--- config.mk ---
export PLATFORM = sky130hd
export DESIGN_NAME = output_port_arbiter_flat
export DESIGN_NICKNAME = d
export VERILOG_FILES = /design/src/rtl/output_port_arbiter_if.sv /design/src/rtl/output_port_arbiter.sv /design/src/flat_wrapper.sv
export SDC_FILE = /design/constraint.sdc
export NUM_CORES = 1
export LEC_CHECK = 0
export CAP_MARGIN = 20
export CORE_MARGIN = 5
export CORE_UTILIZATION = 36
export CTS_CLUSTER_SIZE = 16
export DETAILED_ROUTE_END_ITERATION = 10
export PLACE_DENSITY = 0.62
export SETUP_SLACK_MARGIN = 0.2
export SYNTH_ARGS = -nofsm -noshare
export SYNTH_HDL_FRONTEND = slang
export SYNTH_SLANG_ARGS = --single-unit
export TNS_END_PERCENT = 50
--- constraint.sdc ---
create_clock -name clk -period 9.2 [get_ports clk]
set_input_delay 2.76 -clock clk [delete_from_list [all_inputs] [get_ports clk]]
set_output_delay 2.76 -clock clk [all_outputs]
set_load 0.05 [all_outputs]
--- src/rtl/output_port_arbiter_if.sv ---
// Handshake bundle between one output-port arbiter, its requesting input units
// and the downstream link. master = arbiter side, slave = requesters/downstream.
interface output_port_arbiter_if #(
  parameter int NUM_OF_PORTS = 5,
  parameter int PTR_W        = $clog2(NUM_OF_PORTS)
);
  logic [NUM_OF_PORTS-1:0] i_req;
  logic [NUM_OF_PORTS-1:0] i_tail;
  logic                    i_downstream_ack;
  logic [NUM_OF_PORTS-1:0] o_grant;
  logic [NUM_OF_PORTS-1:0] o_flit_ack;
  logic                    o_downstream_req;
  logic [PTR_W-1:0]        o_owner;
  logic                    o_busy;
  logic [15:0]             o_flit_cnt;
  logic                    o_timeout;

  modport master (
    input  i_req, i_tail, i_downstream_ack,
    output o_grant, o_flit_ack, o_downstream_req, o_owner, o_busy, o_flit_cnt, o_timeout
  );

  modport slave (
    output i_req, i_tail, i_downstream_ack,
    input  o_grant, o_flit_ack, o_downstream_req, o_owner, o_busy, o_flit_cnt, o_timeout
  );
endinterface

--- src/rtl/output_port_arbiter.sv ---
// Round-robin wormhole scheduler for one router output port.
// Optional ARB_WATCHDOG_EN: releases a stalled owner after TIMEOUT idle cycles.
//
// state  | meaning
// IDLE   | no owner; pick next requester round-robin from rr_ptr
// ACTIVE | locked to o_owner until its tail flit is accepted
module output_port_arbiter #(
  parameter int NUM_OF_PORTS = 5,
  parameter int PTR_W        = $clog2(NUM_OF_PORTS)
`ifdef ARB_WATCHDOG_EN
  , parameter int TIMEOUT    = 255
`endif
) (
  input logic                   clk,
  input logic                   reset_n,
  output_port_arbiter_if.master arb
);

  typedef enum logic {IDLE = 1'b0, ACTIVE = 1'b1} state_t;

  state_t                  state_q, state_d;
  logic [PTR_W-1:0]        owner_q;
  logic [PTR_W-1:0]        rr_ptr_q;
  logic [PTR_W-1:0]        next_ptr;
  logic [15:0]             flit_cnt_q;
  logic [PTR_W-1:0]        win_idx;
  logic                    win_found;
  logic                    active;
  logic                    req_own;
  logic                    tail_own;
  logic                    xfer;
  logic                    wd_fire;
  logic                    release_pkt;
  logic [NUM_OF_PORTS-1:0] grant_d;
  logic [NUM_OF_PORTS-1:0] flit_ack_d;
  logic                    dreq_d;
  logic                    busy_d;

  assign active      = (state_q == ACTIVE);
  assign req_own     = arb.i_req[owner_q];
  assign tail_own    = arb.i_tail[owner_q];
  assign xfer        = active && req_own && arb.i_downstream_ack;
  assign release_pkt = active && ((xfer && tail_own) || wd_fire);
  assign next_ptr    = (owner_q == PTR_W'(NUM_OF_PORTS-1)) ? '0 : owner_q + PTR_W'(1);

  // First requester at or above rr_ptr, wrapping past the top port.
  always_comb begin
    int               cand_sum;
    logic [PTR_W-1:0] cand;
    win_found = 1'b0;
    win_idx   = '0;
    cand_sum  = 0;
    cand      = '0;
    for (int i = 0; i < NUM_OF_PORTS; i++) begin
      cand_sum = int'(rr_ptr_q) + i;
      if (cand_sum >= NUM_OF_PORTS) cand_sum = cand_sum - NUM_OF_PORTS;
      cand = PTR_W'(cand_sum);
      if (!win_found && arb.i_req[cand]) begin
        win_found = 1'b1;
        win_idx   = cand;
      end
    end
  end

`ifdef ARB_WATCHDOG_EN
  localparam int WD_W = (TIMEOUT > 255) ? $clog2(TIMEOUT + 1) : 8;
  logic [WD_W-1:0] idle_cnt_q;

  always_ff @(posedge clk or negedge reset_n) begin
    if (!reset_n)            idle_cnt_q <= '0;
    else if (!active || xfer) idle_cnt_q <= '0;
    else                     idle_cnt_q <= idle_cnt_q + WD_W'(1);
  end

  // Fires in the TIMEOUT-th consecutive ACTIVE cycle without a transfer.
  assign wd_fire = active && !xfer && (idle_cnt_q == WD_W'(TIMEOUT - 1));
`else
  assign wd_fire = 1'b0;
`endif

  always_ff @(posedge clk or negedge reset_n) begin
    if (!reset_n) state_q <= IDLE;
    else          state_q <= state_d;
  end

  always_comb begin
    state_d = state_q;
    case (state_q)
      IDLE:    if (win_found) state_d = ACTIVE;
      ACTIVE:  if (release_pkt) state_d = IDLE;
      default: state_d = IDLE;
    endcase
  end

  always_comb begin
    grant_d    = '0;
    flit_ack_d = '0;
    dreq_d     = 1'b0;
    busy_d     = 1'b0;
    if (active) begin
      grant_d[owner_q] = 1'b1;
      busy_d           = 1'b1;
      dreq_d           = req_own;
      if (xfer) flit_ack_d[owner_q] = 1'b1;
    end
  end

  always_ff @(posedge clk or negedge reset_n) begin
    if (!reset_n) begin
      owner_q    <= '0;
      rr_ptr_q   <= '0;
      flit_cnt_q <= '0;
    end else begin
      if (!active && win_found) owner_q <= win_idx;
      if (release_pkt)          rr_ptr_q <= next_ptr;
      if (xfer && (flit_cnt_q != 16'hFFFF)) flit_cnt_q <= flit_cnt_q + 16'd1;
    end
  end

  assign arb.o_grant          = grant_d;
  assign arb.o_flit_ack       = flit_ack_d;
  assign arb.o_downstream_req = dreq_d;
  assign arb.o_owner          = owner_q;
  assign arb.o_busy           = busy_d;
  assign arb.o_flit_cnt       = flit_cnt_q;
  assign arb.o_timeout        = wd_fire;

endmodule

--- src/flat_wrapper.sv ---
// flat-port wrapper written by rule: the top's interface ports become plain ports
module output_port_arbiter_flat 
#(
  parameter int NUM_OF_PORTS = 5,
  parameter int PTR_W        = $clog2(NUM_OF_PORTS)

)
  (clk, reset_n, arb_i_req, arb_i_tail, arb_i_downstream_ack, arb_o_grant, arb_o_flit_ack, arb_o_downstream_req, arb_o_owner, arb_o_busy, arb_o_flit_cnt, arb_o_timeout);
  output_port_arbiter_if #(.NUM_OF_PORTS(NUM_OF_PORTS), .PTR_W(PTR_W)) arb_i ();
  input logic clk;
  input logic reset_n;
  input wire logic [$bits(arb_i.i_req)-1:0] arb_i_req;
  input wire logic [$bits(arb_i.i_tail)-1:0] arb_i_tail;
  input wire logic [$bits(arb_i.i_downstream_ack)-1:0] arb_i_downstream_ack;
  output wire logic [$bits(arb_i.o_grant)-1:0] arb_o_grant;
  output wire logic [$bits(arb_i.o_flit_ack)-1:0] arb_o_flit_ack;
  output wire logic [$bits(arb_i.o_downstream_req)-1:0] arb_o_downstream_req;
  output wire logic [$bits(arb_i.o_owner)-1:0] arb_o_owner;
  output wire logic [$bits(arb_i.o_busy)-1:0] arb_o_busy;
  output wire logic [$bits(arb_i.o_flit_cnt)-1:0] arb_o_flit_cnt;
  output wire logic [$bits(arb_i.o_timeout)-1:0] arb_o_timeout;
  assign arb_i.i_req = arb_i_req;
  assign arb_i.i_tail = arb_i_tail;
  assign arb_i.i_downstream_ack = arb_i_downstream_ack;
  assign arb_o_grant = arb_i.o_grant;
  assign arb_o_flit_ack = arb_i.o_flit_ack;
  assign arb_o_downstream_req = arb_i.o_downstream_req;
  assign arb_o_owner = arb_i.o_owner;
  assign arb_o_busy = arb_i.o_busy;
  assign arb_o_flit_cnt = arb_i.o_flit_cnt;
  assign arb_o_timeout = arb_i.o_timeout;
  output_port_arbiter #(.NUM_OF_PORTS(NUM_OF_PORTS), .PTR_W(PTR_W)) u_core (.clk(clk), .reset_n(reset_n), .arb(arb_i));
endmodule
==> reports/results.txt, run 1 <==
outcome: completed
Vias: 2085
Final WS setup: 1190 ps
register area: 576 um^2
largest family of logic cells by synthesized area: simple AND/OR/NAND/NOR gates
max cap viols: 0
Die Wd: 88.1 um
main area contributors after synthesis: dfrtp_1, ha_1, a21oi_1
final period utilization: 87.0%
Final Hold Fails: 0
Avg WL per Cell: 15.4 um
clk_skew: 2.62 ps
Synth Area in XOR/XNOR: 7.59%
slowest library cell on the worst path: clkdlybuf4s50_1
Simple-Gate Fraction of Synth Area: 24.1%
EDFF count, synth: 0
Worst EP arrival: 5250 ps
post-synthesis adder-cell area fraction: 7.19%
share of cells above drive strength 1: 8.67%
Worst Path Max Fanout: 8
Multi-input gate area: 1510 um^2
worst skew pair latency: 260 ps
min cycle time layout: 8010 ps
Synth async-reset ratio: 100%
via/cell ratio: 5.56
CP startpoint kind: input port
Most Crowded Layer GR: met2
met1 GRT Util: 19.2%
worst slew pin tran: 751 ps
syn avg cell area: 8.28 um^2
Worst path most repeated cell: clkdlybuf4s50_1
RSZ-0062 raised after global routing: no
Hold WC Path Type: register to register
# resized after CTS: 0
setup TNS: 0 ps
Sinks on Clock Net: 23
top-area cell type share of the netlist area: 26.2%
die area: 7750 um^2
final setup vio count: 0
Residual DRC: 0
synthesized area: 2190 um^2
Synth cell types: 60
total CTS buffers: 3
Crit. End Element: output port
complex-gate fraction of the synthesized area: 23.7%
1st-pass router iterations: 4
DIE HEIGHT: 88.1 um
# fillers: 595
overflow left after global routing: 0
diodes inserted: 0
worst-path cell chain: clkdlybuf4s50_1, mux4_2, nor2b_1, o21a_1, nand2_1, nor4_1, clkdlybuf4s50_1
postcts setup bufs: 0
Syn-to-layout area delta: 23.7%
initial core utilization: 37.0%
grt met3 use: 1.88%
Seq cells post-synth: 23
Yosys top cell by area: dfrtp_1
Place WS: 1200 ps
first-pass GRT wire length: 9.60 mm
Primary FF master, synth: dfrtp_1
post-route antenna net violation count: 0
Data required, critical path: 6440 ps
Core ar.: 5920 um^2
yosys warns: 0
Detailed Place HPWL: 4.50 mm
final net count: 326
Root Buffer: clkbuf_8
FMAX: 0.125 GHz
H-tree depth: 1
Synth Instances: 265
I/O Buffers: 43
CP peak stage delay: 860 ps
I/O pin total: 45
number of global-route vias before repair: 2031
register area share after synthesis: 26.2%
met2 Resource Use GR: 28.8%
final slew viol count: 0
initial antenna violation count: 0
drt initial violations: 92
Longest Clk Path Bufs: 2
CTS tree: built
Max-Slew Margin vs Limit: 49.9%
Setup Crit Path Kind: input port to output port
RePlAce Congestion: 0.899
mux cell area share after synthesis: 5.93%
Hold Buf Count CTS: 0
final wirelength: 5.76 mm
Mapped Nets: 290
largest net degree at the start of global routing: 24
clock-pin slew on the worst setup and hold paths: 80 ps
Placement Rows: 28
all-layer global routing usage: 15.3%
-- critical path, delay by kind of cell --
kind | cells | cell delay (ps)
multiplexers | 1 | 270
AND/OR/NAND/NOR | 3 | 580
AO/OA/AOI/OAI | 1 | 190
buffers and inverters | 2 | 1450
-- kinds of logic after synthesis --
group / Yosys count
multiplexers: 10
flip-flops: 23
other: 1
AO/OA/AOI/OAI: 72
XOR/XNOR: 19
AND/OR/NAND/NOR: 103
adder cells (fa/ha/maj): 12
buffers and inverters: 25
-- per-stage QoR --
step           utilization [%]  hold slack (ps)  std cells  cell area [um^2]
6_report                  45.8              489        375              2710
5_1_grt                   45.8              534        375              2710
4_1_cts                   45.6              495        374              2700
3_5_place_dp              44.8              481        370              2650
3_3_place_gp              44.8              480        370              2650
2_1_floorplan                -              772        265              2190
-- cells in the final DEF (no fill, tap or decap), types with 2 or more instances in the layout --
cell type	synthesis	final
a31oi_1	4	4
and4_1	2	2
a21oi_1	21	21
clkbuf_8	0	3
inv_1	11	11
or3_1	2	2
nand2b_1	3	3
a31oi_4	2	2
and2_1	3	3
ha_1	11	11
clkdlybuf4s50_1	0	43
nor4_1	3	3
a211oi_1	2	2
nand3_1	12	12
a31o_2	4	4
nor2b_1	2	2
o22ai_1	2	2
o21ai_0	11	11
nor2_1	19	19
mux4_2	2	2
a21o_1	3	3
mux2i_1	4	4
nor4b_1	2	2
dfrtp_1	23	23
nor3_1	14	14
xor2_1	7	7
and3_1	2	2
xnor2_1	12	12
o32ai_1	2	2
nand4_1	7	7
o211ai_1	5	5
nand2_1	24	24
o21ai_1	4	4
mux2_2	4	4
-- cells in the mapped netlist, drive strengths merged, types with 4 or more instances --
cell type	instances
nand4	7
a21o	4
xor2	7
ha	11
mux2i	4
xnor2	12
a31oi	6
inv	12
nor2	20
o21ai	15
nand2	24
dfrtp	23
nand3	12
a21oi	21
nor3	14
mux2	4
o211ai	5
buf	10
a31o	4
-- final cells by class --
class / count / share of cell area, %
multi-input cells: 217 / 55.6
clock inverters: 1 / 0.184
clock buffers: 3 / 1.52
repair buffers: 44 / 16.4
inverters: 12 / 1.66
well taps: 75 / 3.46
flip-flops and latches: 23 / 21.2
-- flip-flops by register name, indices dropped and copies added, names as in the netlist --
signal and cells:
u_core.arb.o_owner 3, u_core.rr_ptr_q 3, u_core.active 1, u_core.arb.o_flit_cnt 16
-- metal layers --
metal / up-vias / routed length [um]
li1: 1039 / -
met1: 997 / 2490
met2: 47 / 2960
met3: 2 / 300
met4: 0 / 8
met5: - / 0
-- path summary, 6_finish.rpt --
| kind | start | endpoint | slack, ps | cells after the start |
|---|---|---|---|---|
| setup / recovery | arb_i_req[1] | arb_o_flit_ack[1] | 1190 | 7 |
| setup reg to reg | u_core.rr_ptr_q[0] | u_core.arb.o_owner[2] | 5370 | 12 |
| min in group asynchronous | reset_n | u_core.arb.o_flit_cnt[9] | 2840 | 1 |
| max in group asynchronous | reset_n | u_core.arb.o_flit_cnt[5] | 5890 | 2 |
| hold reg to reg | u_core.arb.o_flit_cnt[10] | u_core.arb.o_flit_cnt[10] | 490 | 1 |
| hold / removal | u_core.arb.o_flit_cnt[10] | u_core.arb.o_flit_cnt[10] | 490 | 1 |
Power of run 1 is not shown: default switching activity piles up to over one toggle a cycle in this logic, so the estimate is an artifact.
==> run 2: changes to the inputs <==
Settings changed: CORE_UTILIZATION 36 to 56, PLACE_DENSITY 0.62 to 0.88.
==> reports/results.txt, run 2 (synthesized netlist as in run 1, its figures left out) <==
outcome: completed
overflow left after global routing: 0 (unchanged)
I/O Buffers: 43 (unchanged)
total CTS buffers: 3 (unchanged)
Final Hold Fails: 0 (unchanged)
CP startpoint kind: input port
Worst path most repeated cell: clkdlybuf4s50_1
Core Util, Final: 72.1% (+26 points)
Longest Clk Path Bufs: 2 (unchanged)
Hold Buf Count CTS: 0 (unchanged)
diodes inserted: 0 (unchanged)
Sinks on Clock Net: 23 (unchanged)
clk_skew: 1.77 ps (-0.846 ps)
most frequent cells in the layout: clkdlybuf4s50_1, nand2_1, dfrtp_1, a21oi_1, nor2_1
# resized after CTS: 0 (unchanged)
Worst EP arrival: 5170 ps (-80 ps)
# fillers: 294 (-51%)
worst slew pin tran: 714 ps (-37.6 ps)
clock-pin slew on the worst setup and hold paths: 80 ps (about the same)
FMAX: 0.126 GHz (+0.95%)
slowest library cell on the worst path: clkdlybuf4s50_1
Max-Slew Margin vs Limit: 52.4% (+2.5 points)
max cap viols: 0 (unchanged)
die area: 5270 um^2 (-32%)
hold depth: 1 (unchanged)
Residual DRC: 0 (unchanged)
largest net degree at the start of global routing: 24 (unchanged)
I/O pin total: 45 (unchanged)
Detailed Place HPWL: 4.49 mm (-0.29%)
1st-pass router iterations: 5 (+1)
Hold EP: u_core.arb.o_flit_cnt[8]
max reg flops: 16 (unchanged)
most common cell after layout, fill and taps aside: clkdlybuf4s50_1
flop2flop setup slack: 5410 ps (+40 ps)
final net count: 326 (unchanged)
Crit path max-delay family: buffers and inverters
initial core utilization: 59.0% (+22 points)
Worst Path Buf+Inv: 2 (unchanged)
number of global-route vias before repair: 2005 (-1.3%)
Data required, critical path: 6440 ps (about the same)
all-layer global routing usage: 22.4% (+7.0 points)
CTS tree: built
Root Buffer: clkbuf_8
drt initial violations: 135 (+47%)
post-route antenna net violation count: 0 (unchanged)
RSZ-0062 raised after global routing: no
final slew viol count: 0 (unchanged)
min cycle time layout: 7930 ps (-75.5 ps)
via/cell ratio: 6.07 (+9.3%)
Hold WC Path Type: register to register
Worst R2R End: u_core.arb.o_owner[2]
Setup Crit Path Kind: input port to output port
final wirelength: 5.77 mm (+0.19%)
share of cells above drive strength 1: 8.33% (-0.33 points)
postcts setup bufs: 0 (unchanged)
Die Wd: 72.6 um (-18%)
H-tree depth: 1 (unchanged)
final period utilization: 86.2% (-0.82 points)
Placement Rows: 22 (-21%)
Syn-to-layout area delta: 22.1%
Vias: 2114 (+1.4%)
final setup vio count: 0 (unchanged)
Avg WL per Cell: 16.6 um (+8.0%)
hold path start: u_core.arb.o_flit_cnt[8]
Crit. End Element: output port
setup TNS: 0 ps (unchanged)
worst skew pair latency: 270 ps (about the same)
Register-to-Register Path Depth: 12 (unchanged)
worst-path cell chain: clkdlybuf4s50_1, mux4_2, nor2b_1, o21a_1, nand2_1, nor4_1, clkdlybuf4s50_1
DIE HEIGHT: 72.6 um (-18%)
CP peak stage delay: 860 ps (about the same)
initial antenna violation count: 0 (unchanged)
Core ar.: 3720 um^2 (-37%)
first-pass GRT wire length: 9.47 mm (-1.4%)
RR Startpoint: u_core.rr_ptr_q[0]
Worst Path Max Fanout: 8 (unchanged)
RePlAce Congestion: 0.921 (+2.4%)
## run 2: worst max-delay path by stage
| stage | startpoint | to | slack, ps | cells after the start |
|---|---|---|---|---|
| 6_report | arb_i_req[1] | arb_o_flit_ack[1] | 1270 | 7 |
| 2_1_floorplan | arb_i_req[1] | arb_o_flit_ack[0] | 1180 | 5 |
| 5_1_grt | arb_i_req[1] | arb_o_flit_ack[3] | 1080 | 7 |
| 4_1_cts | arb_i_req[1] | arb_o_flit_ack[1] | 1300 | 7 |
| 3_3_place_gp | arb_i_req[1] | arb_o_flit_ack[1] | 1370 | 7 |
| 3_5_place_dp | arb_i_req[1] | arb_o_flit_ack[1] | 1320 | 7 |
## run 2: final cells by class
| type | instances | area (um^2) | share of cell area (%) |
|---|---|---|---|
| clock buffers | 4 | 45.0 | 1.68 |
| flip-flops and latches | 23 | 576 | 21.5 |
| repair buffers | 44 | 445 | 16.6 |
| inverters | 12 | 45.0 | 1.68 |
| well taps | 48 | 60.1 | 2.24 |
| multi-input cells | 217 | 1510 | 56.3 |
## run 2: through the flow
stage / cell area (um^2) / hold slack, ps / setup WS [ps] / std cells
2_1_floorplan: 2190 / 772 / 1180 / 265
3_3_place_gp: 2620 / 480 / 1370 / 343
3_5_place_dp: 2620 / 479 / 1320 / 343
4_1_cts: 2660 / 489 / 1300 / 347
5_1_grt: 2680 / 510 / 1080 / 348
6_report: 2680 / 482 / 1270 / 348
## run 2: per-layer routing
metal	up-vias	track usage, %	wire [um]
met1	993	27.7	2370
met2	70	39.2	2920
li1	1038	-	-
met5	-	0	0
met4	0	8.40	138
met3	13	3.03	341
## run 2: worst register-to-register path: stages (launching register included)
cell,delay (ps)
dfrtp_1,810
inv_2,250
ha_1,280
inv_1,70
fa_1,400
o22ai_1,550
a31oi_1,170
a311oi_4,390
a31oi_4,90
o21a_4,210
a31oi_4,250
and2_1,160
o21ai_1,50
Power of run 2 is left out for the same reason.
==> run 3: changes to the inputs <==
Settings changed: CORE_UTILIZATION 56 to 52, PLACE_DENSITY 0.88 to 0.83.
Clock period 9.2 ns to 7.91 ns, I/O delays scaled along.
==> reports/results.txt, run 3 (synthesized netlist as in run 1, its figures left out) <==
final setup vio count: 0 (unchanged)
worst-path cell chain: clkdlybuf4s50_1, mux4_2, nor2b_1, o21a_1, nand2_1, nor4_1, clkdlybuf4s50_1
Sinks on Clock Net: 23 (unchanged)
most frequent cells in the layout: clkdlybuf4s50_1, nand2_1, dfrtp_1, a21oi_1, nor2_1
worst slew pin tran: 739 ps (+25.6 ps)
Worst path most repeated cell: clkdlybuf4s50_1
number of global-route vias before repair: 2064 (+2.9%)
post-route antenna net violation count: 0 (unchanged)
initial core utilization: 54.1% (-5.0 points)
final slew viol count: 0 (unchanged)
via/cell ratio: 6.12 (+0.70%)
CP Launch Point: arb_i_req[1]
CP peak stage delay: 850 ps (about the same)
Crit. End Element: output port
I/O pin total: 45 (unchanged)
hold path start: u_core.arb.o_flit_cnt[6]
Avg WL per Cell: 16.3 um (-2.0%)
clk_skew: 4.45 ps (+2.68 ps)
# resized after CTS: 0 (unchanged)
Max-Slew Margin vs Limit: 50.7% (-1.7 points)
H-tree depth: 1 (unchanged)
most common cell after layout, fill and taps aside: clkdlybuf4s50_1
final wirelength: 5.69 mm (-1.4%)
share of cells above drive strength 1: 8.67% (+0.33 points)
total CTS buffers: 3 (unchanged)
Root Buffer: clkbuf_8
clock-pin slew on the worst setup and hold paths: 80 ps (about the same)
slowest library cell on the worst path: clkdlybuf4s50_1
die area: 5620 um^2 (+6.6%)
Setup Crit Path Kind: input port to output port
Worst EP arrival: 4810 ps (-360 ps)
Vias: 2141 (+1.3%)
final period utilization: 90.8%
1st-pass router iterations: 4 (-1)
DIE HEIGHT: 74.9 um (+3.3%)
Longest Clk Path Bufs: 2 (unchanged)
I/O Buffers: 43 (unchanged)
drt initial violations: 126 (-6.7%)
first-pass GRT wire length: 9.56 mm (+0.88%)
setup TNS: 0 ps (unchanged)
max cap viols: 0 (unchanged)
all-layer global routing usage: 21.2% (-1.1 points)
Worst Path Max Fanout: 8 (unchanged)
FMAX: 0.139 GHz
worst skew pair latency: 270 ps (about the same)
diodes inserted: 0 (unchanged)
outcome: completed
min cycle time layout: 7180 ps
max reg flops: 16 (unchanged)
overflow left after global routing: 0 (unchanged)
RePlAce Congestion: 0.884 (-4.0%)
Syn-to-layout area delta: 22.9%
Hold Buf Count CTS: 0 (unchanged)
Hold WC Path Type: register to register
largest net degree at the start of global routing: 24 (unchanged)
initial antenna violation count: 0 (unchanged)
Residual DRC: 0 (unchanged)
Core ar.: 4060 um^2 (+9.2%)
CTS tree: built
RSZ-0062 raised after global routing: no
Data required, critical path: 5540 ps (-900 ps)
RR Startpoint: u_core.rr_ptr_q[0]
postcts setup bufs: 0 (unchanged)
Detailed Place HPWL: 4.37 mm (-2.8%)
final net count: 326 (unchanged)
Die Wd: 74.9 um (+3.3%)
Placement Rows: 23 (+4.5%)
Final Hold Fails: 0 (unchanged)
CP startpoint kind: input port
run 3: through the flow:
step	util, %	hold slack (ps)	cell area (um^2)	std cells	worst slack, ps
after global routing	66.4	520	2700	350	470
after floorplan	-	772	2190	265	664
after global placement	64.6	476	2620	345	784
final	66.4	488	2700	350	731
after detailed placement	64.6	478	2620	345	711
after CTS	65.7	493	2670	349	706
run 3: layout make-up:
class | instances | area, um^2
tap | 50 | 62.6
multi-input combinational | 217 | 1510
timing repair buffer | 44 | 458
sequential | 23 | 576
clock inverter | 1 | 5.00
fill | 327 | 1360
inverter | 12 | 45.0
clock buffer | 3 | 41.3
run 3: critical path, delay by kind of cell:
kind	cells	cell delay [ps]
buf+inv	2	1440
compound gates	1	160
simple gates	3	530
mux	1	290
run 3: layer usage:
layer	vias up	wire [um]	global-route usage (%)
li1	1035	-	-
met1	1034	2500	28.9
met2	68	2790	35.0
met3	4	359	4.14
met4	0	36	4.55
met5	-	0	0
run 3: path summary, 6_finish.rpt:
kind	endpoint	slack (ps)	cells past startpoint
max in group asynchronous	u_core.arb.o_owner[2]	5090	2
worst max-delay path	arb_o_flit_ack[1]	730	7
worst max register to register	u_core.arb.o_owner[2]	4090	12
min in group asynchronous	u_core.arb.o_flit_cnt[11]	2400	1
worst min register to register	u_core.arb.o_flit_cnt[6]	490	1
worst min-delay path	u_core.arb.o_flit_cnt[6]	490	1
Power of run 3 is left out for the same reason.
